[src/rtl/jtframe_ddram_arb.sv]
// Two-requester round-robin burst-read arbiter for the MiSTer DDR3 Avalon read port.
// Grants one requester, issues its burst command, steers returned beats and pulses done at burst end.
module jtframe_ddram_arb #(
    parameter int AW  = 29,
    parameter int BCW = 8
) (
    input  logic           clk,
    input  logic           rst,

    input  logic           req0,
    input  logic [AW-1:0]  addr0,
    input  logic [BCW-1:0] burst0,
    output logic           gnt0,
    output logic           rdy0,
    output logic           done0,

    input  logic           req1,
    input  logic [AW-1:0]  addr1,
    input  logic [BCW-1:0] burst1,
    output logic           gnt1,
    output logic           rdy1,
    output logic           done1,

    output logic [63:0]    dout,

    input  logic           ddram_busy,
    output logic           ddram_rd,
    output logic [AW-1:0]  ddram_addr,
    output logic [BCW-1:0] ddram_burstcnt,
    output logic [7:0]     ddram_be,
    input  logic [63:0]    ddram_dout,
    input  logic           ddram_dout_ready
);

    typedef enum logic [1:0] {IDLE, ISSUE, DATA} state_t;

    state_t         state, state_nx;
    // last_win doubles as the current owner whenever state is not IDLE
    logic           last_win, last_win_nx;
    logic [AW-1:0]  addr_nx;
    logic [BCW-1:0] bcnt_nx, blen;
    logic [BCW-1:0] cnt, cnt_nx, cnt_inc;
    logic           done0_nx, done1_nx;
    logic           beat, win;

    assign beat     = ddram_dout_ready && state == DATA;
    assign cnt_inc  = cnt + BCW'(1);
    assign gnt0     = state != IDLE && !last_win;
    assign gnt1     = state != IDLE &&  last_win;
    assign rdy0     = beat && !last_win;
    assign rdy1     = beat &&  last_win;
    assign ddram_rd = state == ISSUE;
    assign ddram_be = 8'hFF;
    assign dout     = ddram_dout;

    always_comb begin
        state_nx    = state;
        last_win_nx = last_win;
        addr_nx     = ddram_addr;
        bcnt_nx     = ddram_burstcnt;
        cnt_nx      = cnt;
        done0_nx    = 1'b0;
        done1_nx    = 1'b0;
        win         = (req0 && req1) ? !last_win : req1;
        blen        = win ? burst1 : burst0;
        case (state)
            // The done cycle is not an arbitration cycle, so the finishing
            // requester gets a cycle to drop req before the next win.
            IDLE: if ((req0 || req1) && !done0 && !done1) begin
                state_nx    = ISSUE;
                last_win_nx = win;
                addr_nx     = win ? addr1 : addr0;
                bcnt_nx     = (blen == '0) ? BCW'(1) : blen;
            end
            ISSUE: if (!ddram_busy) state_nx = DATA;
            DATA: if (beat) begin
                if (cnt_inc == ddram_burstcnt) begin
                    cnt_nx   = '0;
                    state_nx = IDLE;
                    done0_nx = !last_win;
                    done1_nx =  last_win;
                end else begin
                    cnt_nx = cnt_inc;
                end
            end
            default: state_nx = IDLE;
        endcase
    end

    always_ff @(posedge clk or posedge rst) begin
        if (rst) begin
            state          <= IDLE;
            last_win       <= 1'b1;
            ddram_addr     <= '0;
            ddram_burstcnt <= BCW'(1);
            cnt            <= '0;
            done0          <= 1'b0;
            done1          <= 1'b0;
        end else begin
            state          <= state_nx;
            last_win       <= last_win_nx;
            ddram_addr     <= addr_nx;
            ddram_burstcnt <= bcnt_nx;
            cnt            <= cnt_nx;
            done0          <= done0_nx;
            done1          <= done1_nx;
        end
    end

endmodule

[config.mk]
export PLATFORM = sky130hd
export DESIGN_NAME = jtframe_ddram_arb
export DESIGN_NICKNAME = d
export VERILOG_FILES = /design/src/rtl/jtframe_ddram_arb.sv
export SDC_FILE = /design/constraint.sdc
export NUM_CORES = 1
export LEC_CHECK = 0
export CORE_MARGIN = 5
export CORE_UTILIZATION = 30
export DETAILED_ROUTE_END_ITERATION = 8
export PLACE_DENSITY = 0.83
export SYNTH_ARGS = -nofsm -noshare
export SYNTH_HDL_FRONTEND = slang
export SYNTH_SLANG_ARGS = --single-unit
[constraint.sdc]
create_clock -name clk -period 2.1 [get_ports clk]
set_input_delay 0.525 -clock clk [delete_from_list [all_inputs] [get_ports clk]]
set_output_delay 0.525 -clock clk [all_outputs]
set_load 0.01 [all_outputs]
==> results.toml <==
[clock_tree]
postCtsHoldBufs = 0
clock_sinks = 50
htree_num_levels = 2
cts_buffers = 5
cts_tree = "done"
cts-root-buf = "clkbuf_8"
clk_pin_slew_worst_paths_ns = 0.09
cts_buffer_depth = 2
clk_latency_ns = 0.30

[placed_design]
place_ws_ns = -0.320
port_buffers = 123
gp_congestion = 0.740
dp_cells = 543
hpwl_um = 6690
place_area_um2 = 4210

[final_layout]
final_layout_size_suffix_gt1_frac = 0.106
utilization = 0.418
antenna_cells = 0
final-instance-count-excl-fill = 553
nNetsFinal = 561
finalInstanceArea_um2 = 4330
nFillCells = 993
area_growth_syn_to_layout_pct = 35.9

[global_route]
track_usage = 0.126
grt_pass1_wl_um = 13100
grt-ovfl-total = 0
antenna_found_initial = 0
grt_start_max_net_pins = 44
grt_pass1_vias = 2754

[logic_synthesis]
synth-seq-cells = 50
async_reset_ff_frac = 1.00
ys_warn_count = 0
yosysUniqueCellTypes = 46
seq_area_frac_synth = 0.393
syn_area_per_cell_um2 = 9.22
synth_edf_count = 0
syn_area_um2 = 3190
post_synth_inst_count = 346
synth-main-ff-cell = "dfrtp_1"

[setup_path]
reg2reg_setup_slack_ns = 0.10
critPathLaunchType = "register"
reg2reg_depth = 8
r2r_end = "state[1]$_DFFE_PP0P_"
end_kind = "primary output"
crit_type = "register to primary output"
crit_fanout = 7
arrival_ns = 1.52
r2r_start = "cnt[0]$_DFFE_PP0P_"
worstPathRequired_ns = 1.57

[routing]
drt_wl_total_um = 8360
dr.pass1.iters = 4
drtIter0Drc = 83
wl_per_cell_um = 15.1
vias_per_cell = 4.68
drc = 0
vias = 2589
ant_nets = 0

[timing]
fin_crit_ns = 2.04
fin_worst_skew_ns = 0.00538
worst_pin_slew_ns = 0.566
maxSlewHeadroom = 0.619
fin_setup_tns_ns = 0
fmax_ghz = 0.489
fin_ws_ns = 0.0562
setup-violations-final = 0
hold_viol = 0
min_period_over_period = 0.973
hold-worst-slack_ns = 0.479
rsz0062_at_grt = "false"
drv_slew = 0

[power_and_ir_drop]
total_power_mw = 4.90
p_per_area_nw_per_um2 = 1130
leakagePower_nw = 1.83
peakVddDrop_mv = 0.573

[worst_hold_path]
worstHoldPathCells = 2
hold_class = "input port to register"
min_from = "ddram_dout_ready"
holdPathEnd = "state[1]$_DFFE_PP0P_"

[die]
dieArea_um2 = 12800
io_pins = 260
row_count = 37
start_util = 0.308
die_h_um = 113
dieWidth_um = 113
coreArea_um2 = 10400

[status]
outcome = "finished, final reports clean"

[run]
cap_violations = 0
-- where the power goes --
group	leakage [nW]	total, mW	switching [mW]	internal [mW]
Clock	0.0489	0.613	0.340	0.273
Combinational	1.21	2.58	1.16	1.41
Sequential	0.574	1.72	0.332	1.38
Total	1.83	4.90	1.83	3.07
-- layout by cell type (no fill, tap or decap), types with 5 or more instances in the layout --
cell	n
mux2i_1	36
a21oi_1	45
o21ai_0	5
clkdlybuf4s50_1	119
clkbuf_8	6
conb_1	8
nand2b_1	5
xor2_1	6
buf_4	19
nor2_1	42
dfrtp_1	46
nor2b_1	5
nand2_1	8
nand3_1	7
-- final cells by class --
cell class              count  area (um^2)  area share
well taps                 136          170      0.0393
repair buffers            145         1440       0.332
multi-input cells         213         1370       0.316
flip-flops and latches     50         1260       0.290
clock buffers               7         86.3      0.0199
inverters                   1         3.75    0.000866
clock inverters             1         8.76     0.00202
-- cells by family (layout without fill, tap and decap cells) --
| kind of cell | after synthesis | after routing | synth area share |
|---|---|---|---|
| buffers and inverters | 90 | 154 | 0.194 |
| and+or+nand+nor | 90 | 90 | 0.140 |
| DFF | 50 | 50 | 0.393 |
| other | 1 | 8 | 0.00118 |
| muxes | 38 | 38 | 0.120 |
| xor gates and xnor gates | 10 | 10 | 0.0275 |
| adders and majority gates | 1 | 1 | 0.00392 |
| AOI/OAI and AO/OA | 66 | 66 | 0.120 |
-- cell usage after synthesis, types with 2 or more instances --
| cell | number | area (um^2) |
|---|---|---|
| and2_1 | 5 | 31.3 |
| mux2_2 | 2 | 22.5 |
| nor2b_1 | 5 | 31.3 |
| nor3_1 | 4 | 20.0 |
| mux2i_1 | 36 | 360 |
| clkbuf_1 | 11 | 41.3 |
| nor4_1 | 2 | 12.5 |
| a21oi_1 | 45 | 225 |
| xor2_1 | 6 | 52.6 |
| o211ai_1 | 2 | 15.0 |
| buf_2 | 3 | 15.0 |
| dfrtp_1 | 48 | 1200 |
| nor2_1 | 42 | 158 |
| dfstp_2 | 2 | 52.6 |
| buf_4 | 72 | 541 |
| nand2b_1 | 5 | 31.3 |
| xnor2_1 | 4 | 35.0 |
| and3_1 | 4 | 25.0 |
| o21ai_1 | 2 | 10.0 |
| o21ai_0 | 5 | 25.0 |
| o21a_1 | 2 | 15.0 |
| buf_1 | 2 | 7.51 |
| nand2_1 | 8 | 30.0 |
| nand3_1 | 7 | 35.0 |
-- worst max-delay path by stage --
stage | end | from | slack, ns
after CTS | rdy1 | ddram_dout_ready | 0.003
after floorplan | state[1]$_DFFE_PP0P_ | cnt[0]$_DFFE_PP0P_ | 0.13
after global routing | state[1]$_DFFE_PP0P_ | cnt[0]$_DFFE_PP0P_ | 0.006
final | ddram_rd | state[1]$_DFFE_PP0P_ | 0.06
after global placement | rdy1 | ddram_dout_ready | -0.29
after detailed placement | rdy1 | ddram_dout_ready | -0.32
-- layer usage --
metal	track usage	up-vias	wire length, um
met5	0	-	0
met4	0.0473	0	154
met3	0.0444	16	756
met2	0.211	132	4070
met1	0.148	1200	3380
li1	-	1241	-
-- flip-flops by register name, summed over array words and instances (netlist names) --
signal and cells:
cnt 8, done1 1, done0 1, ddram_burstcnt 8, ddram_addr 29, state 2
last_win 1
-- critical path, cell delays in order, from the launching register on --
cell	delay (ns)
dfrtp_2	0.46
nor2b_1	0.19
clkdlybuf4s50_1	0.57
-- timing repair --
action | CTS | global route
setup endpoints to repair | 3 | 11
setup buffers | 2 | 0
gates resized for setup | 5 | 5
No activity file was read; power rests on OpenSTA's default activity.
